<file path="src/rtl/mips_ctrl_pkg.sv">
// Shared definitions for the multicycle MIPS control unit.
//   - opcode / funct field values recognised by the decoder
//   - 3-bit ALU operation codes (zero-extended to ALU_CTRL_W at the top)
//   - FSM state encoding and the coarse instruction classes used by DECODE
package mips_ctrl_pkg;

    localparam logic [5:0] OP_RTYPE = 6'b000000;
    localparam logic [5:0] OP_J     = 6'b000010;
    localparam logic [5:0] OP_BEQ   = 6'b000100;
    localparam logic [5:0] OP_BNE   = 6'b000101;
    localparam logic [5:0] OP_ADDI  = 6'b001000;
    localparam logic [5:0] OP_SLTI  = 6'b001010;
    localparam logic [5:0] OP_ANDI  = 6'b001100;
    localparam logic [5:0] OP_ORI   = 6'b001101;
    localparam logic [5:0] OP_LW    = 6'b100011;
    localparam logic [5:0] OP_SW    = 6'b101011;

    localparam logic [5:0] FN_ADD = 6'b100000;
    localparam logic [5:0] FN_SUB = 6'b100010;
    localparam logic [5:0] FN_AND = 6'b100100;
    localparam logic [5:0] FN_OR  = 6'b100101;
    localparam logic [5:0] FN_SLT = 6'b101010;

    localparam logic [2:0] ALU_AND = 3'b000;
    localparam logic [2:0] ALU_OR  = 3'b001;
    localparam logic [2:0] ALU_ADD = 3'b010;
    localparam logic [2:0] ALU_SUB = 3'b110;
    localparam logic [2:0] ALU_SLT = 3'b111;

    typedef enum logic [3:0] {
        S_IDLE, S_FETCH, S_DECODE, S_MEMADR, S_MEMRD, S_MEMWB, S_MEMWR,
        S_EXEC, S_RWB, S_BRANCH, S_IEXEC, S_IWB, S_JUMP, S_TRAP
    } state_t;

    typedef enum logic [2:0] {
        C_MEM, C_RTYPE, C_BRANCH, C_IMM, C_JUMP, C_ILLEGAL
    } op_class_t;

endpackage

</file>
<file path="src/rtl/mips_alu_decode.sv">
// Combinational instruction decoder for the multicycle control unit.
// Ports:
//   i_op, i_funct    IR opcode and function fields
//   o_alu_ctrl       ALU code for the execute step (R-type: from funct,
//                    immediate ops: from opcode, otherwise AND/000)
//   o_sign_ext       immediate extension mode (0 only for andi/ori)
//   o_op_class       instruction class that steers DECODE
//   o_funct_legal    funct is one of the supported R-type operations
module mips_alu_decode
    import mips_ctrl_pkg::*;
#(
    parameter int HAS_ANDI = 1,
    parameter int HAS_SLTI = 1
) (
    input  logic [5:0] i_op,
    input  logic [5:0] i_funct,
    output logic [2:0] o_alu_ctrl,
    output logic       o_sign_ext,
    output op_class_t  o_op_class,
    output logic       o_funct_legal
);

    logic [2:0] w_fn_code;

    always_comb begin
        w_fn_code     = ALU_AND;
        o_funct_legal = 1'b1;
        case (i_funct)
            FN_ADD:  w_fn_code = ALU_ADD;
            FN_SUB:  w_fn_code = ALU_SUB;
            FN_AND:  w_fn_code = ALU_AND;
            FN_OR:   w_fn_code = ALU_OR;
            FN_SLT:  w_fn_code = ALU_SLT;
            default: o_funct_legal = 1'b0;
        endcase
    end

    always_comb begin
        o_alu_ctrl = ALU_AND;
        o_sign_ext = 1'b1;
        o_op_class = C_ILLEGAL;
        case (i_op)
            OP_RTYPE: begin
                o_op_class = C_RTYPE;
                o_alu_ctrl = w_fn_code;
            end
            OP_LW, OP_SW:   o_op_class = C_MEM;
            OP_BEQ, OP_BNE: o_op_class = C_BRANCH;
            OP_J:           o_op_class = C_JUMP;
            OP_ADDI: begin
                o_op_class = C_IMM;
                o_alu_ctrl = ALU_ADD;
            end
            OP_ORI: begin
                o_op_class = C_IMM;
                o_alu_ctrl = ALU_OR;
                o_sign_ext = 1'b0;
            end
            OP_SLTI: begin
                if (HAS_SLTI != 0) begin
                    o_op_class = C_IMM;
                    o_alu_ctrl = ALU_SLT;
                end
            end
            OP_ANDI: begin
                if (HAS_ANDI != 0) begin
                    o_op_class = C_IMM;
                    o_alu_ctrl = ALU_AND;
                    o_sign_ext = 1'b0;
                end
            end
            default: o_op_class = C_ILLEGAL;
        endcase
    end

endmodule

</file>
<file path="src/rtl/mips_multicycle_ctrl.sv">
// Multicycle MIPS control unit: Moore FSM sequencing fetch, decode, execute,
// memory and writeback, with memory wait-states, run/halt at instruction
// boundaries, a sticky illegal-op trap and a retired-instruction counter.
// Ports:
//   i_clk, i_rst_n             clock, async active-low reset
//   i_run                      1: execute, 0: halt at next retire boundary
//   i_op, i_funct              IR fields (valid from DECODE onward)
//   i_mem_ready                memory completes access this cycle
//   o_pc_write .. o_alu_ctrl   datapath controls decoded from state
//   o_illegal_op               sticky trap flag
//   o_busy                     state != IDLE
//   o_instr_retired            completed-instruction count (wraps)
//
// state   | meaning
// IDLE    | halted, all controls low
// FETCH   | read instruction at PC, PC+4 when memory ready
// DECODE  | register read, branch target precompute
// MEMADR  | effective address A + imm
// MEMRD   | load read, waits for memory
// MEMWB   | load result to rt (retire)
// MEMWR   | store write, waits for memory (retire)
// EXEC    | R-type ALU op from funct
// RWB     | R-type result to rd (retire)
// BRANCH  | compare and conditional PC load (retire)
// IEXEC   | immediate ALU op
// IWB     | immediate result to rt (retire)
// JUMP    | PC load from jump target (retire)
// TRAP    | unknown op/funct, locked until reset
module mips_multicycle_ctrl
    import mips_ctrl_pkg::*;
#(
    parameter int ALU_CTRL_W = 3,
    parameter int CNT_W      = 32,
    parameter int HAS_ANDI   = 1,
    parameter int HAS_SLTI   = 1
) (
    input  logic                  i_clk,
    input  logic                  i_rst_n,
    input  logic                  i_run,
    input  logic [5:0]            i_op,
    input  logic [5:0]            i_funct,
    input  logic                  i_mem_ready,
    output logic                  o_pc_write,
    output logic                  o_pc_write_cond,
    output logic                  o_is_bne,
    output logic                  o_iord,
    output logic                  o_mem_rd,
    output logic                  o_mem_wr,
    output logic                  o_ir_write,
    output logic                  o_reg_dst,
    output logic                  o_mem_to_reg,
    output logic                  o_reg_wr,
    output logic                  o_alu_src_a,
    output logic [1:0]            o_alu_src_b,
    output logic                  o_sign_ext,
    output logic [1:0]            o_pc_src,
    output logic [ALU_CTRL_W-1:0] o_alu_ctrl,
    output logic                  o_illegal_op,
    output logic                  o_busy,
    output logic [CNT_W-1:0]      o_instr_retired
);

    state_t             r_state;
    state_t             w_next;
    logic               w_retire;
    logic [CNT_W-1:0]   r_instr_retired;
    logic               r_illegal_op;
    logic [2:0]         w_dec_alu;
    logic               w_dec_sext;
    op_class_t          w_dec_class;
    logic               w_funct_legal;
    logic [2:0]         w_alu;

    mips_alu_decode #(
        .HAS_ANDI (HAS_ANDI),
        .HAS_SLTI (HAS_SLTI)
    ) u_alu_decode (
        .i_op          (i_op),
        .i_funct       (i_funct),
        .o_alu_ctrl    (w_dec_alu),
        .o_sign_ext    (w_dec_sext),
        .o_op_class    (w_dec_class),
        .o_funct_legal (w_funct_legal)
    );

    always_ff @(posedge i_clk or negedge i_rst_n) begin
        if (!i_rst_n) begin
            r_state         <= S_IDLE;
            r_instr_retired <= '0;
            r_illegal_op    <= 1'b0;
        end else begin
            r_state <= w_next;
            if (w_retire)
                r_instr_retired <= r_instr_retired + CNT_W'(1);
            // Raised on entry so the flag is already visible in the first TRAP cycle.
            if (w_next == S_TRAP)
                r_illegal_op <= 1'b1;
        end
    end

    always_comb begin
        w_next   = r_state;
        w_retire = 1'b0;
        case (r_state)
            S_IDLE:   if (i_run) w_next = S_FETCH;
            S_FETCH:  if (i_mem_ready) w_next = S_DECODE;
            S_DECODE: begin
                case (w_dec_class)
                    C_MEM:    w_next = S_MEMADR;
                    C_RTYPE:  w_next = S_EXEC;
                    C_BRANCH: w_next = S_BRANCH;
                    C_IMM:    w_next = S_IEXEC;
                    C_JUMP:   w_next = S_JUMP;
                    default:  w_next = S_TRAP;
                endcase
            end
            S_MEMADR: w_next = (i_op == OP_LW) ? S_MEMRD : S_MEMWR;
            S_MEMRD:  if (i_mem_ready) w_next = S_MEMWB;
            S_MEMWR:  if (i_mem_ready) w_retire = 1'b1;
            S_EXEC:   w_next = w_funct_legal ? S_RWB : S_TRAP;
            S_MEMWB, S_RWB, S_BRANCH, S_IWB, S_JUMP: w_retire = 1'b1;
            S_IEXEC:  w_next = S_IWB;
            S_TRAP:   w_next = S_TRAP;
            default:  w_next = S_IDLE;
        endcase
        if (w_retire)
            w_next = i_run ? S_FETCH : S_IDLE;
    end

    always_comb begin
        o_pc_write      = 1'b0;
        o_pc_write_cond = 1'b0;
        o_is_bne        = 1'b0;
        o_iord          = 1'b0;
        o_mem_rd        = 1'b0;
        o_mem_wr        = 1'b0;
        o_ir_write      = 1'b0;
        o_reg_dst       = 1'b0;
        o_mem_to_reg    = 1'b0;
        o_reg_wr        = 1'b0;
        o_alu_src_a     = 1'b0;
        o_alu_src_b     = 2'b00;
        o_sign_ext      = 1'b1;
        o_pc_src        = 2'b00;
        w_alu           = ALU_AND;
        case (r_state)
            S_IDLE:   o_sign_ext = 1'b0;
            S_FETCH: begin
                o_mem_rd    = 1'b1;
                o_ir_write  = i_mem_ready;
                o_pc_write  = i_mem_ready;
                o_alu_src_b = 2'b01;
                w_alu       = ALU_ADD;
            end
            S_DECODE: begin
                o_alu_src_b = 2'b11;
                w_alu       = ALU_ADD;
            end
            S_MEMADR: begin
                o_alu_src_a = 1'b1;
                o_alu_src_b = 2'b10;
                w_alu       = ALU_ADD;
            end
            S_MEMRD: begin
                o_iord   = 1'b1;
                o_mem_rd = 1'b1;
            end
            S_MEMWB: begin
                o_mem_to_reg = 1'b1;
                o_reg_wr     = 1'b1;
            end
            S_MEMWR: begin
                o_iord   = 1'b1;
                o_mem_wr = 1'b1;
            end
            S_EXEC: begin
                o_alu_src_a = 1'b1;
                w_alu       = w_dec_alu;
            end
            S_RWB: begin
                o_reg_dst = 1'b1;
                o_reg_wr  = 1'b1;
            end
            S_BRANCH: begin
                o_alu_src_a     = 1'b1;
                w_alu           = ALU_SUB;
                o_pc_src        = 2'b01;
                o_pc_write_cond = 1'b1;
                o_is_bne        = (i_op == OP_BNE);
            end
            S_IEXEC: begin
                o_alu_src_a = 1'b1;
                o_alu_src_b = 2'b10;
                w_alu       = w_dec_alu;
                o_sign_ext  = w_dec_sext;
            end
            S_IWB: begin
                o_reg_wr   = 1'b1;
                o_sign_ext = w_dec_sext;
            end
            S_JUMP: begin
                o_pc_src   = 2'b10;
                o_pc_write = 1'b1;
            end
            default: ;
        endcase
    end

    assign o_alu_ctrl      = ALU_CTRL_W'(w_alu);
    assign o_illegal_op    = r_illegal_op;
    assign o_busy          = (r_state != S_IDLE);
    assign o_instr_retired = r_instr_retired;

endmodule

</file>
<file path="config.mk">
export PLATFORM = sky130hd
export DESIGN_NAME = mips_multicycle_ctrl
export DESIGN_NICKNAME = d
export VERILOG_FILES = /design/src/rtl/mips_ctrl_pkg.sv /design/src/rtl/mips_alu_decode.sv /design/src/rtl/mips_multicycle_ctrl.sv
export SDC_FILE = /design/constraint.sdc
export NUM_CORES = 1
export LEC_CHECK = 0
export ABC_AREA = 1
export CAP_MARGIN = 30
export CORE_UTILIZATION = 50
export CTS_BUF_LIST = sky130_fd_sc_hd__clkbuf_16
export DETAILED_ROUTE_END_ITERATION = 16
export GPL_ROUTABILITY_DRIVEN = 1
export PLACE_DENSITY = 0.89
export SYNTH_ARGS = -nofsm -noshare
export SYNTH_HDL_FRONTEND = slang
export SYNTH_SLANG_ARGS = --single-unit
</file>
<file path="constraint.sdc">
create_clock -name i_clk -period 1.8 [get_ports i_clk]
set_input_delay 0.36 -clock i_clk [delete_from_list [all_inputs] [get_ports i_clk]]
set_output_delay 0.36 -clock i_clk [all_outputs]
set_load 0.02 [all_outputs]
</file>
Word-level counts from Yosys, hierarchy flattened
Index checks and enable logic that the tools add are counted.
{"block": "classes", "mux": 31, "add_sub_neg": 1, "reduce_logical": 19, "eq_ne": 32}
{"cell": "6-bit == test (second input constant)", "n": 7}
{"cell": "4-bit one-hot mux with 9 select lines", "n": 1}
{"cell": "32-bit by 1-bit adder with 32-bit output (second input constant)", "n": 1}
{"cell": "4-bit == test (second input constant)", "n": 7}
{"cell": "6-bit by 4-bit == test with 1-bit output (second input constant)", "n": 4}
{"cell": "3-bit one-hot mux with 4 select lines", "n": 2}
{"cell": "4-bit one-hot mux with 5 select lines", "n": 1}
{"cell": "4-bit by 3-bit == test with 1-bit output (second input constant)", "n": 4}
{"cell": "4-bit 2-to-1 mux", "n": 4}
{"cell": "2-bit OR reduction", "n": 8}
{"cell": "3-bit one-hot mux with 5 select lines", "n": 1}
{"cell": "1-bit 2-to-1 mux", "n": 14}
{"cell": "6-bit by 3-bit == test with 1-bit output (second input constant)", "n": 2}
{"cell": "5-bit OR reduction", "n": 2}
{"cell": "3-bit one-hot mux with 3 select lines", "n": 1}
{"cell": "4-bit by 2-bit == test with 1-bit output (second input constant)", "n": 2}
{"cell": "4-bit OR reduction", "n": 2}
{"cell": "3-bit by 2-bit == test with 1-bit output (second input constant)", "n": 2}
{"cell": "6-bit by 2-bit == test with 1-bit output (second input constant)", "n": 1}
{"cell": "6-bit logical NOT", "n": 1}
{"cell": "1-bit one-hot mux with 2 select lines", "n": 3}
{"cell": "2-bit one-hot mux with 3 select lines", "n": 1}
{"cell": "3-bit OR reduction", "n": 2}
{"cell": "6-bit OR reduction", "n": 1}
{"cell": "other kinds (9)", "n": 9}
{"block": "word_totals", "ff_bits": 37}

Logic depth before layout (Yosys ltp)
Gate-level depths: netlist of the first run.
{"block": "depth", "ltp_word": 8, "depth_mapped": 13, "depth_no_buf": 13}

Modules after synthesis
From an unflattened synthesis of the first run, not the netlist that was laid out.
{"block": "unflattened", "cells_unflattened": 446, "hier_area_um2": 2865.2}
{"mod": "mips_multicycle_ctrl", "n_inst": 1, "area_each_um2": 2568.7, "cells_each": 389}
{"mod": "mips_alu_decode", "n_inst": 1, "area_each_um2": 296.5, "cells_each": 57}

Least setup slack after synthesis of the first run
Ideal clock, no wire load.
{"block": "synth_timing", "path_type": "input-to-output", "startpoint": "input i_op[5]", "endpoint": "output o_alu_ctrl[2]", "t_required_ns": 1.440, "arrival_time_ns": 1.611, "setup_slack_ns": -0.171, "path_stages": 5, "cell_sequence": "nor2_1 -> nand2_1 -> nor3_1 -> a21boi_0 -> o21ai_0"}
{"block": "synth_via", "elab_chain_len": 3}
{"item": "from (decl)", "line": "mips_multicycle_ctrl.sv:40", "source": "input logic [5:0] i_op,"}
{"item": "6-bit by 4-bit == test with 1-bit output / 6-bit logical NOT (equally long branches)", "line": "mips_alu_decode.sv:42", "source": "case (i_op)"}
{"item": "3-bit one-hot mux with 4 select lines (*)", "line": "mips_alu_decode.sv:42"}
{"item": "3-bit one-hot mux with 3 select lines (*)", "line": "mips_multicycle_ctrl.sv:146", "source": "case (r_state)"}
{"item": "to (decl)", "line": "mips_multicycle_ctrl.sv:57", "source": "output logic [ALU_CTRL_W-1:0] o_alu_ctrl,"}
Mark *: on every way between the ends. The rest lies on a longest branch, timed or not.

Final worst setup path of the first run
{"block": "layout_timing", "startpoint": "register r_state[3]", "endpoint": "register r_illegal_op, in the netlist o_illegal_op"}
{"block": "layout_via", "elab_chain_len": 5}
{"item": "from (decl)", "line": "mips_multicycle_ctrl.sv:63", "source": "state_t r_state;"}
{"item": "from (signal assigned)", "line": "mips_multicycle_ctrl.sv:92", "source": "r_state <= w_next;"}
{"item": "4-bit == test / 4-bit by 3-bit == test with 1-bit output (equally long branches)", "line": "mips_multicycle_ctrl.sv:104", "source": "case (r_state)"}
{"item": "6-bit OR reduction (no source line) / 5-bit OR reduction (equally long branches)"}
{"item": "4-bit one-hot mux with 9 select lines / 1-bit one-hot mux with 2 select lines (equally long branches)", "line": "mips_multicycle_ctrl.sv:104"}
{"item": "4-bit 2-to-1 mux (*)", "line": "mips_multicycle_ctrl.sv:126", "source": "if (w_retire)"}
{"item": "net w_next[2]", "line": "mips_multicycle_ctrl.sv:64", "source": "state_t w_next;"}
{"item": "4-bit == test (*)", "line": "mips_multicycle_ctrl.sv:96", "source": "if (w_next == S_TRAP)"}
{"item": "to (signal assigned)", "line": "mips_multicycle_ctrl.sv:90", "source": "r_illegal_op <= 1'b0;"}
{"item": "to (signal assigned)", "line": "mips_multicycle_ctrl.sv:97", "source": "r_illegal_op <= 1'b1;"}
{"item": "to (decl)", "line": "mips_multicycle_ctrl.sv:67", "source": "logic r_illegal_op;"}
The timed path passes the listed nets; every way through them passes the cells marked *.
A chain may end at the register's enable or synchronous reset.

==> results of run 1 <==
## cell usage after synthesis
cell type  count  area (µm²)
xor2_1        23       201.4
nor3_1        20       100.1
o21ai_0       12       60.06
a41o_1         1       10.01
a21oi_2        1       8.760
a32oi_1        1       8.760
inv_1         48       180.2
nand2_1      112       420.4
a21oi_1        5       25.02
nor2_4         2       22.52
o221ai_1       1       8.760
inv_2          4       15.01
nand3b_4       1       20.02
nand3b_1       3       22.52
or2_2          1       6.260
nand4_1       13       81.33
o21ai_1        2       10.01
nand2_4        1       11.26
buf_4          4       30.03
buf_6          2       22.52
nand2_2        4       25.02
xnor2_1        6       52.55
a31oi_1        1       6.260
nor3_2         3       30.03
nor3_4         1       16.27
ha_1           1       12.51
dfrtp_1       37       925.9
clkinv_1       1       3.750
a21boi_0       1       7.510
nand3_1       24       120.1
nor2_1        59       221.5
buf_2          1       5.000
nor2_2         3       18.77
## routing by layer
layer  up-vias  wire [µm]
met3       150       1621
met2       391       5943
met4         0       1214
met5         -          0
met1      1772       4270
li1       1570          -
## final cells by class
class                   instances  area, µm²
inverters                      53      209.0
clock inverters                 3      65.06
well taps                      70      87.58
repair buffers                152       1335
flip-flops and latches         37      929.6
clock buffers                   5      125.1
fillers                       233      573.1
multi-input cells             302       1848
## stage by stage
stage | TNS, ns | std cells | area (µm²) | utilization [%]
floorplan | 0 | 399 | 2716 | -
global placement | -7.376 | 589 | 3877 | 74.96
detailed placement | -9.677 | 589 | 3877 | 74.96
CTS | -0.4517 | 617 | 4334 | 83.79
global route | -12.05 | 622 | 4599 | 88.92
finish | -6.309 | 622 | 4599 | 88.92
## state kept, by name, indices dropped and copies added (netlist names)
signal,cells
o_instr_retired,32
o_illegal_op,1
r_state,4
## power by group through the flow
stage	Combinational, mW	Clock, mW	Sequential (mW)
after floorplan	1.45	0	1.28
after global placement	2.73	0	1.19
after detailed placement	2.78	0	1.20
after CTS	3.00	1.14	1.19
after global routing	3.92	1.18	1.25
final	3.69	1.15	1.24
## critical path: stages (launching register included)
cell	delay (ns)
dfrtp_2	0.48
inv_4	0.11
nor2_4	0.05
buf_6	0.13
nand2_4	0.14
buf_4	0.15
nand2_4	0.05
nor2_1	0.13
nand2_2	0.14
nand2_1	0.21
nand2_1	0.08
nor2_1	0.15
nor2_2	0.06
nand3_1	0.11
nand2_1	0.07
## timing repair
action	in CTS	in global routing
gates resized for setup	164	81
hold buffers	0	0
pin swaps	29	21
setup buffers	20	7
endpoints found under the setup margin	32	54
## kinds of logic after synthesis
| logic type | Yosys count | share of synthesized area (%) |
|---|---|---|
| DFF | 37 | 34.16 |
| adders and majority gates | 1 | 0.4616 |
| and+or+nand+nor | 247 | 41.18 |
| AOI/OAI and AO/OA | 25 | 5.356 |
| xor gates and xnor gates | 29 | 9.372 |
| buffers and inverters | 60 | 9.464 |
## worst max-delay path by stage
stage	from	to	slack, ns	cells after the start
after floorplan	i_op[5]	o_alu_ctrl[0]	0.02	7
after CTS	r_state[2]	o_busy	-0.09	5
after global placement	i_op[2]	o_alu_ctrl[0]	-0.84	9
after global routing	r_state[2]	o_illegal_op	-0.47	13
after detailed placement	i_op[2]	o_alu_ctrl[0]	-0.95	9
final	r_state[3]	o_illegal_op	-0.38	14
==> results_dict.tcl, run 1 <==
set metrics [dict create \
    die_x_um 75.62 \
    cts_tree "done" \
    cts-buffers-inserted 5 \
    total_power_mw 6.076 \
    tightest_slew_ns 0.5345 \
    rsz0062_at_grt "yes" \
    wl_um 13050 \
    grt_pass1_wl_um 16810 \
    drive_gt1_share_pct 36.05 \
    ys_seq_area_share_pct 34.16 \
    dieArea_um2 5718 \
    clockBufferDepth 2 \
    setup_ws_ns -0.3770 \
    reg2reg_from "r_state[3]" \
    fin_worst_skew_ns 0.009469 \
    drc_errors 0 \
    start_kind "flop" \
    post-route-period-util_pct 120.9 \
    synth.distinct_cells 33 \
    p_per_area_nw_per_um2 1321 \
    outcome "finished with violations" \
    slew_headroom_pct 64.37 \
    timing.fmax_mhz 459.3 \
    io_pins 69 \
    syn_area_um2 2710 \
    grt_pass1_vias 3553 \
    critPathArrivalTime_ns 2.34 \
    dp_slack_ns -0.9497 \
    p_sw_mw 2.761 \
    htreeDepth 2 \
    insertion_delay_ns 0.29 \
    vias 3883 \
    cap_violations 0 \
    grt_use_total_pct 40.32 \
    wl_per_cell_um 20.98 \
    avgSynthCellArea_um2 6.792 \
    syn2layout_area_growth_pct 69.71 \
    final_common_cell "nand2_1" \
    final_cell_mix "nand2_1 (100), buf_4 (76), nor2_1 (45)" \
    gr-usage-met2_pct 67.36 \
    hold_path_class "input port to asynchronous set/reset pin" \
    dp_hpwl_um 6619 \
    hold_viol_final 0 \
    first_pass_iters 6 \
    synth.ff_latch_count 37 \
    min_period_ns 2.177 \
    die_h_um 75.62 \
    setup-violations-final 55 \
    top_usage_layer "met2" \
    reg2reg_to "o_illegal_op" \
    drt_iter0_drc 736 \
    clock-root-buffer "clkbuf_16" \
    path_class "flop to flop" \
    fin_hold_ws_ns 0.03932 \
    worstPathRequired_ns 1.97 \
    synthCells 399 \
    ir_drop_mv 1.001 \
    r2r.worst_path.cells 14 \
    num_rows 26 \
    fin_nets 568 \
    p_int_mw 3.315 \
    coreArea_um2 5172 \
    cts.reportedPaths.clkPinSlew_ns 0.06 \
    sequentialPowerShare_pct 20.3 \
    syn-num-nets 416 \
    viasPerCell 6.243 \
    grt_max_degree 20 \
    yosysWarnings 0 \
    clkPwrFrac_pct 18.9 \
    gp_congestion 0.9597 \
    p_sw_share_pct 45.44 \
    worstSetupEndpointType "flop" \
    met3_usage_pct 9.259 \
    overflow 0 \
    rrSetupSlack_ns -0.38 \
    cts.sinks 37 \
    maxSlewViolCount 0 \
    io_buffers 68 \
    leakagePower_nw 2.264 \
    met1_usage_pct 46.26 \
    antenna_cells 0 \
    antenna_found_initial 0 \
    drtAntennaViolNets 0 \
    violations "setup timing" \
    combPwrFrac_pct 60.7 \
    worstPathMaxFanout 4 \
    start_util_pct 52.39 \
]
No activity file was read; power rests on OpenSTA's default activity.
==> run 2: changes to the inputs <==
--- a/config.mk
+++ b/config.mk
@@ -5,12 +5,13 @@
 export SDC_FILE = /design/constraint.sdc
 export NUM_CORES = 1
 export LEC_CHECK = 0
-export ABC_AREA = 1
 export CAP_MARGIN = 30
-export CORE_UTILIZATION = 50
+export CORE_ASPECT_RATIO = 0.6
+export CORE_UTILIZATION = 48
 export CTS_BUF_LIST = sky130_fd_sc_hd__clkbuf_16
 export DETAILED_ROUTE_END_ITERATION = 16
 export GPL_ROUTABILITY_DRIVEN = 1
+export MAX_ROUTING_LAYER = met4
 export PLACE_DENSITY = 0.89
 export SYNTH_ARGS = -nofsm -noshare
 export SYNTH_HDL_FRONTEND = slang
==> run 2 against run 1 <==
Compared with the run above: critical path type unchanged; critical endpoint is now o_instr_retired[24]; clock power down 23%; combinational power is 2% lower; fmax is 6.2% lower; the run still ends with setup timing left.
==> results_dict.tcl, run 2 <==
set metrics [dict create \
    outcome "finished with violations" \
    violations "setup timing" \
    leakagePower_nw 2.141 \
    hold_path_class "input port to asynchronous set/reset pin" \
    synthCells 255 \
    wl_um 14350 \
    muxShareOfSynthArea_pct 0.8845 \
    coreArea_um2 4683 \
    p_per_area_nw_per_um2 1276 \
    antenna_found_initial 0 \
    final_common_cell "buf_4" \
    rrSetupSlack_ns -0.52 \
    rsz0062_at_grt "yes" \
    cp_common_cell "buf_4" \
    grt_pass1_wl_um 17370 \
    cpLargestDelayFamily "compound AO/OA/AOI/OAI gates" \
    dp_cells 427 \
    cp_slowest_cell "dfrtp_2" \
    r2r.worst_path.cells 8 \
    synth_edf_count 0 \
    grt_use_total_pct 46.96 \
    drive_gt1_share_pct 56.61 \
    ir_drop_mv 1.138 \
    synth.ff_latch_count 37 \
    antenna_cells 0 \
    path_class "flop to flop" \
    cts_tree "done" \
    dieArea_um2 5306 \
    start_util_pct 51.35 \
    dp_slack_ns -0.9975 \
    wl_per_cell_um 30.94 \
    largest_reg_flops 32 \
    worstPathRequired_ns 1.98 \
    final.fill_count 115 \
    reg2reg_to "o_instr_retired[24]" \
    grt_pass1_vias 3131 \
    insertion_delay_ns 0.29 \
    avgSynthCellArea_um2 9.431 \
    gp_congestion 0.8995 \
    fin_tns_setup_ns -13.46 \
    cts.reportedPaths.clkPinSlew_ns 0.06 \
    viasPerCell 7.239 \
    final_cells 464 \
    maxSlewViolCount 0 \
    grt_max_degree 38 \
    synth_compound_area_share_pct 13.01 \
    yosysWarnings 0 \
    reg2reg_from "r_state[1]" \
    num_rows 19 \
    synth_most_common_cell "dfrtp_1" \
    fin_nets 417 \
    synth_xor_area_share_pct 11.65 \
    io_pins 69 \
    seqCellArea_um2 932.1 \
    vias 3359 \
    syn2layout_area_growth_pct 84.50 \
    yosys.area_share.simple_pct 28.67 \
    drt_iter0_drc 528 \
    fin_worst_skew_ns 0.008008 \
    path_cells "buf_4 -> nand4b_1 -> a21oi_2 -> o211ai_1 -> nor2_2 -> buf_4 -> nand2_1 -> xnor2_1" \
    clockBufferDepth 2 \
    die_h_um 56.83 \
    path_buf_inv 2 \
    drc_errors 0 \
    tightest_slew_ns 0.6459 \
    overflow 0 \
    ys_seq_area_share_pct 38.50 \
    worstPathMaxFanout 7 \
    place_area_um2 3507 \
    worstSetupEndpointType "flop" \
    slowest_delay_ns 0.48 \
    synth_top_area_share_pct 38.50 \
    final_cell_mix "buf_4 (67), buf_6 (36), dfrtp_1 (32)" \
    synthAdderAreaFrac_pct 0.5203 \
    dp_hpwl_um 5570 \
    cap_violations 0 \
    netlist_top_cells_area "dfrtp_1 (39%), xnor2_1 (6.6%), xor2_1 (5.1%), nor2_1 (3.9%), buf_6 (3.3%)" \
    drtAntennaViolNets 0 \
    synth_top_family_by_area "simple AND/OR/NAND/NOR gates" \
    io_buffers 68 \
    ys_top_cells_by_count "dfrtp_1 (37), nor2_1 (25), nand2_1 (21), xnor2_1 (18), xor2_1 (14)" \
    critPathArrivalTime_ns 2.50 \
    ys_async_sr_fraction_pct 100.0 \
    first_pass_iters 9 \
    die_x_um 93.38 \
    setup-violations-final 56 \
    yosys.area.top_type "dfrtp_1" \
    setup_ws_ns -0.5201 \
    ys.flop_type "dfrtp_1" \
    fin_hold_ws_ns 0.4634 \
    fin_area_um2 4437 \
    slew_headroom_pct 56.57 \
    syn_area_um2 2405 \
    cts-buffers-inserted 5 \
    min_period_ns 2.320 \
    post-route-period-util_pct 128.9 \
    hold_viol_final 0 \
    cts.sinks 37 \
    synth.distinct_cells 63 \
    syn-num-nets 272 \
    clock-root-buffer "clkbuf_16" \
    timing.fmax_mhz 431.0 \
    htreeDepth 2 \
    multi_input_area_um2 1856 \
    start_kind "flop" \
]
==> run 2: worst max path at each step <==
stage	start	endpoint	slack [ns]	cells past startpoint
5_1_grt	r_state[3]	o_instr_retired[24]	-0.46	8
3_5_place_dp	i_funct[4]	o_alu_ctrl[2]	-1.0	7
3_3_place_gp	i_funct[4]	o_alu_ctrl[2]	-0.97	7
2_1_floorplan	r_state[3]	o_alu_ctrl[0]	-0.12	5
6_report	r_state[1]	o_instr_retired[24]	-0.52	8
4_1_cts	i_funct[5]	o_alu_ctrl[2]	-0.17	7
==> run 2: worst reg2reg max path, stage by stage (launching register included) <==
cell and delay, ns:
dfrtp_2 0.48, buf_4 0.20, nand4b_1 0.18, a21oi_2 0.32, o211ai_1 0.23, nor2_2 0.26
buf_4 0.19, nand2_1 0.07, xnor2_1 0.27
==> run 2: cell type report <==
class | count | area share (%)
multi-input combinational | 196 | 41.82
inverter | 6 | 0.5076
tap | 63 | 1.777
sequential | 37 | 21.01
clock buffer | 5 | 2.820
timing repair buffer | 154 | 31.75
clock inverter | 3 | 0.3102
==> run 2: through the flow <==
step / util [%] / power (mW)
after CTS: 86.13 / 4.659
final: 94.74 / 5.661
after global placement: 74.89 / 3.283
after floorplan: - / 2.324
after detailed placement: 74.89 / 3.373
after global routing: 94.74 / 5.730
==> run 2: layer usage <==
metal  track usage, %  vias up  wire (µm)
met5                -        -          0
met2            69.12      454       5729
li1                 -     1199          -
met4            33.85        0       1620
met1            51.80     1521       4800
met3            18.83      185       2204
==> run 2: power breakdown <==
group / internal, mW / switching, mW
clock: 0.504 / 0.385
sequential: 0.952 / 0.200
combinational: 1.65 / 1.97
==> run 2: repair_timing <==
item,4_1_cts,5_1_grt
resized for setup,197,95
endpoints found under the setup margin,56,59
hold buffers,0,0
cloned,1,0
buffers inserted,16,14
endpoints found under the hold margin,0,0
pin swaps,31,34
==> run 2: cells by family (layout without fill, tap and decap cells) <==
logic type      after synthesis  in the layout
xor+xnor                     32             32
buf+inv                      22            168
flops                        37             37
compound gates               41             41
simple gates                120            120
mux                           2              2
fa+ha+maj                     1              1
==> run 3: changes to the inputs <==
--- a/config.mk
+++ b/config.mk
@@ -6,13 +6,15 @@
 export NUM_CORES = 1
 export LEC_CHECK = 0
 export CAP_MARGIN = 30
+export CELL_PAD_IN_SITES_DETAIL_PLACEMENT = 2
+export CELL_PAD_IN_SITES_GLOBAL_PLACEMENT = 2
 export CORE_ASPECT_RATIO = 0.6
-export CORE_UTILIZATION = 48
+export CORE_UTILIZATION = 28
 export CTS_BUF_LIST = sky130_fd_sc_hd__clkbuf_16
 export DETAILED_ROUTE_END_ITERATION = 16
 export GPL_ROUTABILITY_DRIVEN = 1
 export MAX_ROUTING_LAYER = met4
-export PLACE_DENSITY = 0.89
+export PLACE_DENSITY = 0.87
 export SYNTH_ARGS = -nofsm -noshare
 export SYNTH_HDL_FRONTEND = slang
 export SYNTH_SLANG_ARGS = --single-unit
==> run 3 against run 2 <==
Compared with the run above: synthesized area unchanged; synthesized cell count unchanged; the flow now stops in global routing (5_1_grt).
==> results_dict.tcl, run 3 <==
set metrics [dict create \
    ys_async_sr_fraction_pct 100.0 \
    dp_hpwl_um 8697 \
    io_pins 69 \
    stop_stage "global routing (5_1_grt)" \
    ys_top_cells_by_count "dfrtp_1 (37), nor2_1 (25), nand2_1 (21), xnor2_1 (18), xor2_1 (14)" \
    synth.ff_latch_count 37 \
    clockBufferDepth 2 \
    outcome "did not finish" \
    io_buffers 68 \
    syn-num-nets 272 \
    yosys.area.top_type "dfrtp_1" \
    die_h_um 73.79 \
    grt_max_degree 30 \
    num_rows 25 \
    hold_buffers 0 \
    avgSynthCellArea_um2 9.431 \
    syn_area_um2 2405 \
    ys.flop_type "dfrtp_1" \
    die_x_um 121.6 \
    cts-buffers-inserted 5 \
    synth.distinct_cells 63 \
    yosysWarnings 0 \
    synthCells 255 \
    worst_endpoint "o_instr_retired[5]$_DFFE_PN0P_/D" \
    synth_most_common_cell "dfrtp_1" \
    htreeDepth 2 \
    synth_edf_count 0 \
    worstEpCategory "sequential cell input" \
    gp_congestion 0.8256 \
    start_util_pct 29.68 \
    ys_seq_area_share_pct 38.50 \
    netlist_top_cells_area "dfrtp_1 (39%), xnor2_1 (6.6%), xor2_1 (5.1%), nor2_1 (3.9%), buf_6 (3.3%)" \
    first-error "[ERROR DPL-0033] detailed placement checks failed during check placement." \
    clock-root-buffer "clkbuf_16" \
    synth_top_area_share_pct 38.50 \
    cts.sinks 37 \
    antenna_found_initial 1 \
]
-- run 3: cell counts after synthesis --
No cell type changed its count.
-- run 3: timing repair --
action / in CTS
resized for setup: 263
endpoints found under the setup margin: 58
pin swaps: 45
cloned: 1
buffers inserted: 24
-- run 3: cell families after synthesis --
family,count (synthesis),synth area share [%]
buf+inv,22,6.764
compound gates,41,13.01
fa+ha+maj,1,0.5202
mux,2,0.8845
xor+xnor,32,11.65
flops,37,38.50
simple gates,120,28.67
-- run 3: through the flow --
step	worst slack (ns)	cell area (µm²)	hold slack [ns]	instances	utilization, %
2_1_floorplan	-0.1172	2457	0.06441	255	-
3_3_place_gp	-1.003	3671	0.4324	487	45.31
3_5_place_dp	-1.107	3671	0.4483	487	45.31
4_1_cts	-0.2757	4484	0.1446	519	55.35
==> run 4: changes to the inputs <==
==> config.mk (replaced) <==
export PLATFORM = sky130hd
export DESIGN_NAME = mips_multicycle_ctrl
export DESIGN_NICKNAME = d
export VERILOG_FILES = /design/src/rtl/mips_ctrl_pkg.sv /design/src/rtl/mips_alu_decode.sv /design/src/rtl/mips_multicycle_ctrl.sv
export SDC_FILE = /design/constraint.sdc
export NUM_CORES = 1
export LEC_CHECK = 0
export CAP_MARGIN = 30
export CORE_UTILIZATION = 40
export DETAILED_ROUTE_END_ITERATION = 16
export GPL_ROUTABILITY_DRIVEN = 1
export PLACE_DENSITY_LB_ADDON = 0.15
export SYNTH_ARGS = -nofsm -noshare
export SYNTH_HDL_FRONTEND = slang
export SYNTH_SLANG_ARGS = --single-unit
==> run 4 against run 3 <==
Compared with the run above: the flow now finishes, with violations (setup timing).
==> results_dict.tcl, run 4 (same netlist as run 2, synthesis figures left out) <==
set metrics [dict create \
    die_h_um 79.54 \
    worstPathRequired_ns 1.97 \
    largest_reg_flops 32 \
    dieArea_um2 6326 \
    htreeDepth 2 \
    grt_pass1_vias 2416 \
    post-route-period-util_pct 111.0 \
    tightest_slew_ns 0.5102 \
    grt_pass1_wl_um 11370 \
    slew_headroom_pct 65.98 \
    antenna_cells 0 \
    final_common_cell "buf_4" \
    insertion_delay_ns 0.29 \
    final_cells 467 \
    syn2layout_area_growth_pct 78.25 \
    drt_iter0_drc 148 \
    drc_errors 0 \
    reg2reg_from "r_state[2]" \
    hold_buffers 0 \
    place_area_um2 3521 \
    drive_gt1_share_pct 52.66 \
    dp_slack_ns -0.9911 \
    ir_drop_mv 1.104 \
    first_pass_iters 5 \
    die_x_um 79.54 \
    p_per_area_nw_per_um2 1138 \
    setup-violations-final 39 \
    drtAntennaViolNets 0 \
    hold_viol_final 0 \
    fin_nets 411 \
    met3_usage_pct 3.543 \
    fin_worst_skew_ns 0.01421 \
    gp_congestion 0.7842 \
    cts.reportedPaths.clkPinSlew_ns 0.08 \
    antenna_found_initial 0 \
    worstSetupEndpointType "flop" \
    timing.fmax_mhz 500.3 \
    setup_ws_ns -0.1988 \
    num_rows 27 \
    wl_per_cell_um 15.81 \
    fin_hold_ws_ns 0.02974 \
    leakagePower_nw 2.030 \
    cap_violations 0 \
    met1_usage_pct 29.06 \
    wl_um 7384 \
    start_kind "flop" \
    violations "setup timing" \
    cts_tree "done" \
    hold_path_class "input port to asynchronous set/reset pin" \
    rsz0062_at_grt "yes" \
    dp_cells 437 \
    path_class "flop to flop" \
    cts.sinks 37 \
    final.fill_count 385 \
    grt_max_degree 22 \
    dp_hpwl_um 4646 \
    io_pins 69 \
    worstPathMaxFanout 6 \
    clockBufferDepth 2 \
    viasPerCell 5.330 \
    reg2reg_to "o_illegal_op" \
    rrSetupSlack_ns -0.20 \
    outcome "finished with violations" \
    io_buffers 68 \
    gr-usage-met2_pct 40.94 \
    coreArea_um2 5642 \
    grt_use_total_pct 23.08 \
    r2r.worst_path.cells 6 \
    multi_input_area_um2 1779 \
    seqCellArea_um2 930.9 \
    clock-root-buffer "clkbuf_8" \
    maxSlewViolCount 0 \
    cts-buffers-inserted 5 \
    final_cell_mix "buf_4 (60), buf_6 (39), clkdlybuf4s50_1 (33), dfrtp_1 (33)" \
    critPathArrivalTime_ns 2.17 \
    vias 2489 \
    fin_area_um2 4287 \
    start_util_pct 42.63 \
    min_period_ns 1.999 \
    overflow 0 \
    top_usage_layer "met2" \
    fin_tns_setup_ns -2.876 \
]
==> run 4: worst max path at each step <==
| stage | from | end | cells past startpoint | slack, ns |
|---|---|---|---|---|
| global placement | i_funct[4] | o_alu_ctrl[2] | 7 | -0.97 |
| finish | r_state[2] | o_illegal_op | 6 | -0.20 |
| detailed placement | i_funct[4] | o_alu_ctrl[2] | 7 | -0.99 |
| CTS | i_funct[5] | o_alu_ctrl[2] | 7 | -0.21 |
| global route | r_state[2] | o_illegal_op | 7 | -0.26 |
| floorplan | r_state[3] | o_alu_ctrl[0] | 5 | -0.12 |
==> run 4: routing by layer <==
layer	up-vias	share of wire [%]
met5	-	0
met4	0	1.2
met3	10	5.2
met2	73	53
met1	1217	41
li1	1189	-
==> run 4: worst max-delay path, cell delays in order, from the launching register on <==
cell and delay (ns):
dfrtp_2 0.45, buf_6 0.14, buf_6 0.12, or3_4 0.40
or3_4 0.41, and4b_1 0.19, a31o_1 0.17
==> run 4: layout make-up <==
type	instances	share of cell area, %
Multi-Input combinational cell	196	41.51
Timing Repair Buffer	148	31.64
Sequential cell	37	21.72
Tap cell	72	2.102
Clock buffer	6	1.693
Clock inverter	2	0.8173
Inverter	6	0.5254
==> run 4: report_power, final <==
group / internal (mW) / total [mW] / switching (mW)
Combinational: 1.65 / 3.11 / 1.46
Clock: 0.411 / 0.709 / 0.298
Sequential: 0.948 / 1.06 / 0.108
==> run 4: what timing repair did <==
| action | 4_1_cts | 5_1_grt |
|---|---|---|
| pin swaps | 47 | 34 |
| endpoints found under the setup margin | 50 | 53 |
| gates resized for setup | 206 | 67 |
| cloned | 1 | 0 |
| setup buffers | 17 | 5 |
==> run 4: stage by stage <==
step / total power [mW] / util [%]
CTS: 4.503 / 70.77
floorplan: 2.324 / -
finish: 4.878 / 75.98
global route: 5.116 / 75.98
global placement: 3.340 / 62.41
detailed placement: 3.368 / 62.41
